[src/rtl/alu_op_sequencer.sv]
// Registered operand/result stage around a 4-bit combinational ALU.
// Requests come in on a valid/ready handshake; one cycle later the result goes out on another.
module alu_op_sequencer #(
    parameter logic [3:0] ACC_INIT = 4'b0000,
    parameter bit         CHAIN_EN = 1'b1
) (
    input  logic       clk,
    input  logic       rst_n,
    input  logic       in_valid_i,
    output logic       in_ready_o,
    input  logic [3:0] in_a_i,
    input  logic [3:0] in_b_i,
    input  logic [2:0] in_op_i,
    input  logic       in_chain_i,
    output logic [3:0] alu_a_o,
    output logic [3:0] alu_b_o,
    output logic [2:0] alu_c_o,
    input  logic [3:0] alu_f_i,
    output logic       out_valid_o,
    input  logic       out_ready_i,
    output logic [3:0] out_f_o,
    output logic [2:0] out_op_o,
    output logic       out_zero_o,
    output logic [3:0] acc_o,
    output logic [7:0] op_count_o
);

    // state | meaning
    // IDLE  | no operation in flight, ready for a request
    // EXEC  | operands on the ALU, result captured at the next edge
    // HOLD  | result presented downstream, waiting for out_ready
    typedef enum logic [1:0] {
        IDLE = 2'd0,
        EXEC = 2'd1,
        HOLD = 2'd2
    } state_e;

    state_e     state_q, state_d;
    logic [3:0] alu_a_q, alu_a_d;
    logic [3:0] alu_b_q, alu_b_d;
    logic [2:0] alu_c_q, alu_c_d;
    logic [3:0] out_f_q, out_f_d;
    logic [2:0] out_op_q, out_op_d;
    logic       out_zero_q, out_zero_d;
    logic [3:0] acc_q, acc_d;
    logic [7:0] op_count_q, op_count_d;

    logic in_ready;
    logic accept;
    logic handoff;
    logic use_acc;

    always_ff @(posedge clk or negedge rst_n) begin
        if (!rst_n) begin
            state_q    <= IDLE;
            alu_a_q    <= 4'd0;
            alu_b_q    <= 4'd0;
            alu_c_q    <= 3'd0;
            out_f_q    <= 4'd0;
            out_op_q   <= 3'd0;
            out_zero_q <= 1'b0;
            acc_q      <= ACC_INIT;
            op_count_q <= 8'd0;
        end else begin
            state_q    <= state_d;
            alu_a_q    <= alu_a_d;
            alu_b_q    <= alu_b_d;
            alu_c_q    <= alu_c_d;
            out_f_q    <= out_f_d;
            out_op_q   <= out_op_d;
            out_zero_q <= out_zero_d;
            acc_q      <= acc_d;
            op_count_q <= op_count_d;
        end
    end

    always_comb begin
        state_d    = state_q;
        alu_a_d    = alu_a_q;
        alu_b_d    = alu_b_q;
        alu_c_d    = alu_c_q;
        out_f_d    = out_f_q;
        out_op_d   = out_op_q;
        out_zero_d = out_zero_q;
        acc_d      = acc_q;
        op_count_d = op_count_q;

        // in_ready must not depend on in_valid, so it is built from state and out_ready only.
        in_ready = (state_q == IDLE) || ((state_q == HOLD) && out_ready_i);
        accept   = in_valid_i && in_ready;
        handoff  = (state_q == HOLD) && out_ready_i;
        use_acc  = CHAIN_EN && in_chain_i;

        if (accept) begin
            alu_a_d = use_acc ? acc_q : in_a_i;
            alu_b_d = in_b_i;
            alu_c_d = in_op_i;
        end

        if (handoff) begin
            op_count_d = op_count_q + 8'd1;
        end

        case (state_q)
            IDLE: begin
                if (accept) begin
                    state_d = EXEC;
                end
            end
            EXEC: begin
                out_f_d    = alu_f_i;
                out_op_d   = alu_c_q;
                out_zero_d = (alu_f_i == 4'd0);
                acc_d      = alu_f_i;
                state_d    = HOLD;
            end
            HOLD: begin
                if (handoff) begin
                    state_d = accept ? EXEC : IDLE;
                end
            end
            default: begin
                state_d = IDLE;
            end
        endcase
    end

    assign in_ready_o  = in_ready;
    assign alu_a_o     = alu_a_q;
    assign alu_b_o     = alu_b_q;
    assign alu_c_o     = alu_c_q;
    assign out_valid_o = (state_q == HOLD);
    assign out_f_o     = out_f_q;
    assign out_op_o    = out_op_q;
    assign out_zero_o  = out_zero_q;
    assign acc_o       = acc_q;
    assign op_count_o  = op_count_q;

endmodule

[config.mk]
export PLATFORM = sky130hd
export DESIGN_NAME = alu_op_sequencer
export DESIGN_NICKNAME = d
export VERILOG_FILES = /design/src/rtl/alu_op_sequencer.sv
export SDC_FILE = /design/constraint.sdc
export NUM_CORES = 1
export LEC_CHECK = 0
export CAP_MARGIN = 20
export CORE_MARGIN = 2
export CORE_UTILIZATION = 41
export DETAILED_ROUTE_END_ITERATION = 10
export HOLD_SLACK_MARGIN = 0.03
export PLACE_DENSITY = 0.79
export SLEW_MARGIN = 10
export SYNTH_ARGS = -nofsm -noshare
export SYNTH_HDL_FRONTEND = slang
export SYNTH_SLANG_ARGS = --single-unit
[constraint.sdc]
create_clock -name clk -period 1.5 [get_ports clk]
set_input_delay 0.45 -clock clk [delete_from_list [all_inputs] [get_ports clk]]
set_output_delay 0.45 -clock clk [all_outputs]
set_load 0.03 [all_outputs]
==> results.json <==
{
  "status": "finished with violations",
  "violations": "setup timing",
  "drive_gt1_frac": 0.536,
  "synth.net_count": 110,
  "antenna_found_initial": 0,
  "die_y_um": 59.3,
  "pwr-share-comb": 0.475,
  "first_global_vias": 915,
  "place_area_um2": 1790,
  "dp_hpwl_mm": 1.97,
  "firstDrtPassIters": 6,
  "period_share": 1.01,
  "num-fill-cells": 231,
  "maxSlewViolCount": 0,
  "core-area_um2": 2980,
  "cts_tree": "built",
  "ys_seq_area_frac": 0.579,
  "worst_pin_slew_ns": 0.220,
  "synth_ff_type": "dfrtp_1",
  "portBuffers": 52,
  "vdd_drop_max_mv": 0.859,
  "syn_to_final_growth_pct": 58.8,
  "yosysWarnings": 0,
  "synth_top_area_share": 0.579,
  "yosysMostFrequentCell": "dfrtp_1",
  "die_area_um2": 3510,
  "clk_pin_slew_worst_paths_ns": 0.09,
  "startpoint_type": "register",
  "crit_type": "reg2out",
  "ctsHtreeMaxLevel": 2,
  "arrival_ns": 1.07,
  "worst-path-max-fanout": 4,
  "setup_viol": 7,
  "drc": 0,
  "clock_latency_ns": 0.33,
  "grt_max_degree": 30,
  "pwr_density_cell_nw_per_um2": 1850,
  "row_count": 20,
  "syn_avg_cell_area_um2": 14.1,
  "setup_tns_ns": -0.0727,
  "endpoint_kind": "primary output",
  "wl_per_cell_um": 15.6,
  "synth.distinct_cells": 26,
  "hold_path_class": "in2async",
  "antenna_left": 0,
  "relSlewSlack": 0.853,
  "cts_max_path_buffers": 2,
  "drt-initial-drc-count": 23,
  "initial_core_util": 0.421,
  "numClockSinks": 29,
  "min_period_ns": 1.52,
  "p_clk_frac": 0.182,
  "wirelength_mm": 2.91,
  "overflow": 0,
  "ys_top_cells_by_area": "dfrtp_1 58%, mux2_2 11%, mux2_1 9.9%, xor2_1 2.8%, buf_4 2.4%",
  "swShare": 0.396,
  "p_int_uw": 2230,
  "clock.fmax_ghz": 0.657,
  "multi_input_area_um2": 528,
  "skew_ns": 0.0122,
  "fin_ws_ns": -0.0212,
  "grt_pass1_wl_mm": 4.61,
  "grt_setup_unrepaired": "yes",
  "layout.area.seq_um2": 729,
  "synthArstFlopShare": 1.00,
  "cts_hold_buffers": 0,
  "p_leak_uw": 0.000932,
  "netlist_instances": 89,
  "nets": 173,
  "ioPinCount": 53,
  "die_w_um": 59.3,
  "switchingPower_uw": 1460,
  "synth_edf_count": 0,
  "synth.top_cells.by_count": "29 x dfrtp_1, 12 x mux2_2, 11 x mux2_1",
  "hold_violations": 0,
  "max-cap-violations": 0,
  "routabilityCongestion": 0.732,
  "root_buffer": "clkbuf_4",
  "power.share.sequential": 0.343,
  "vias_per_cell": 4.93,
  "yosys.area.top_type": "dfrtp_1",
  "yosys_register_bits": 29,
  "grt_usage": 0.185,
  "antennaDiodeCount": 0,
  "required_ns": 1.05,
  "via_count": 917,
  "syn_area_um2": 1250,
  "cts_buffers": 5,
  "finish.instance_area_um2": 1990
}
-- final cells by class --
type | count | share of cell area
clock buffer | 7 | 0.0277
clock inverter | 1 | 0.0151
inverter | 4 | 0.00755
multi-input combinational | 50 | 0.265
sequential | 29 | 0.367
tap | 33 | 0.0208
timing repair buffer | 62 | 0.297
-- worst paths after layout --
check | from | to | slack [ns] | cells after the start
worst max-delay path | state_q[1] | in_ready_o | -0.02 | 2
worst min-delay path | rst_n | op_count_o[5] | 0.47 | 2
worst max register to register | state_q[1] | alu_b_o[3] | -0.01 | 5
worst min register to register | op_count_o[7] | op_count_o[7] | 0.48 | 1
max in group asynchronous | rst_n | state_q[1] | 0.86 | 2
min in group clk | op_count_o[7] | op_count_o[7] | 0.48 | 1
-- stage by stage --
step                hold WS, ns  utilization  std cells  power [µW]  setup slack, ns
detailed placement        0.476        0.600        173        2910           -0.409
global route              0.455        0.668        186        3870          -0.0691
global placement          0.456        0.600        173        2860           -0.393
floorplan                 0.154            -         89        2230           0.0576
finish                    0.470        0.668        186        3680          -0.0212
CTS                       0.463        0.663        185        3640          -0.0363
-- power groups by stage --
stage | registers [µW] | clock network (µW) | logic, µW
after CTS | 1250 | 688 | 1700
after floorplan | 1720 | 0 | 514
final | 1260 | 671 | 1750
after detailed placement | 1270 | 0 | 1640
after global placement | 1250 | 0 | 1610
after global routing | 1300 | 725 | 1850
-- state kept, by name, indices dropped and copies added, names as in the netlist --
register and count:
out_zero_o 1, alu_c_o 3, alu_b_o 4, acc_o 4, alu_a_o 4, op_count_o 8, out_op_o 3, state_q 2
-- layout by cell type (no fill, tap or decap) --
| master | Yosys | routed |
|---|---|---|
| dfrtp_1 | 29 | 26 |
| buf_4 | 4 | 20 |
| clkdlybuf4s50_1 | 0 | 17 |
| mux2_2 | 12 | 12 |
| clkdlybuf4s15_2 | 0 | 11 |
| mux2_4 | 0 | 9 |
| clkbuf_4 | 0 | 5 |
| buf_2 | 1 | 5 |
| buf_6 | 1 | 5 |
| xor2_1 | 4 | 4 |
| xnor2_1 | 3 | 3 |
| nand2_1 | 3 | 3 |
| dfrtp_2 | 0 | 3 |
| inv_2 | 1 | 2 |
| mux2_1 | 11 | 2 |
| inv_1 | 3 | 2 |
| nor2_1 | 2 | 2 |
| nor3_1 | 2 | 2 |
| dlygate4sd2_1 | 0 | 2 |
| a21oi_2 | 0 | 1 |
| nor2b_4 | 0 | 1 |
| nand3b_4 | 0 | 1 |
| a211oi_4 | 1 | 1 |
| nand2b_1 | 1 | 1 |
| a21bo_2 | 1 | 1 |
| or4_1 | 1 | 1 |
| o21ai_0 | 1 | 1 |
| nand4_1 | 1 | 1 |
| nor4_4 | 0 | 1 |
| nand4b_1 | 1 | 1 |
| nand3_1 | 1 | 1 |
| ha_1 | 1 | 1 |
| bufinv_16 | 0 | 1 |
| clkbuf_8 | 0 | 1 |
| clkbuf_1 | 0 | 1 |
| buf_16 | 0 | 1 |
| buf_12 | 0 | 1 |
-- logic make-up (layout without fill, tap and decap cells) --
logic type / after synthesis / in the layout / synth area share
multiplexers: 23 / 23 / 0.207
AND/OR/NAND/NOR: 15 / 15 / 0.0739
adder cells (fa/ha/maj): 1 / 1 / 0.00999
buffers and inverters: 10 / 74 / 0.0489
flip-flops: 29 / 29 / 0.579
AO/OA/AOI/OAI: 4 / 4 / 0.0320
XOR/XNOR: 7 / 7 / 0.0490
-- critical path, stage by stage (launching register included) --
cell	delay, ns
dfrtp_2	0.45
a21oi_2	0.15
buf_6	0.15
-- routing by layer --
layer	vias to the layer above	GRT usage	share of wire
met5	-	0	0
met4	0	0.0844	0.023
met3	6	0.0611	0.044
met2	24	0.295	0.52
met1	463	0.225	0.42
li1	424	-	-
-- what timing repair did --
action	4_1_cts	5_1_grt
endpoints found under the setup margin	29	20
setup buffers	3	2
gates cloned	1	0
pin swaps	1	2
resized for setup	60	24
No activity file was read; power rests on OpenSTA's default activity.
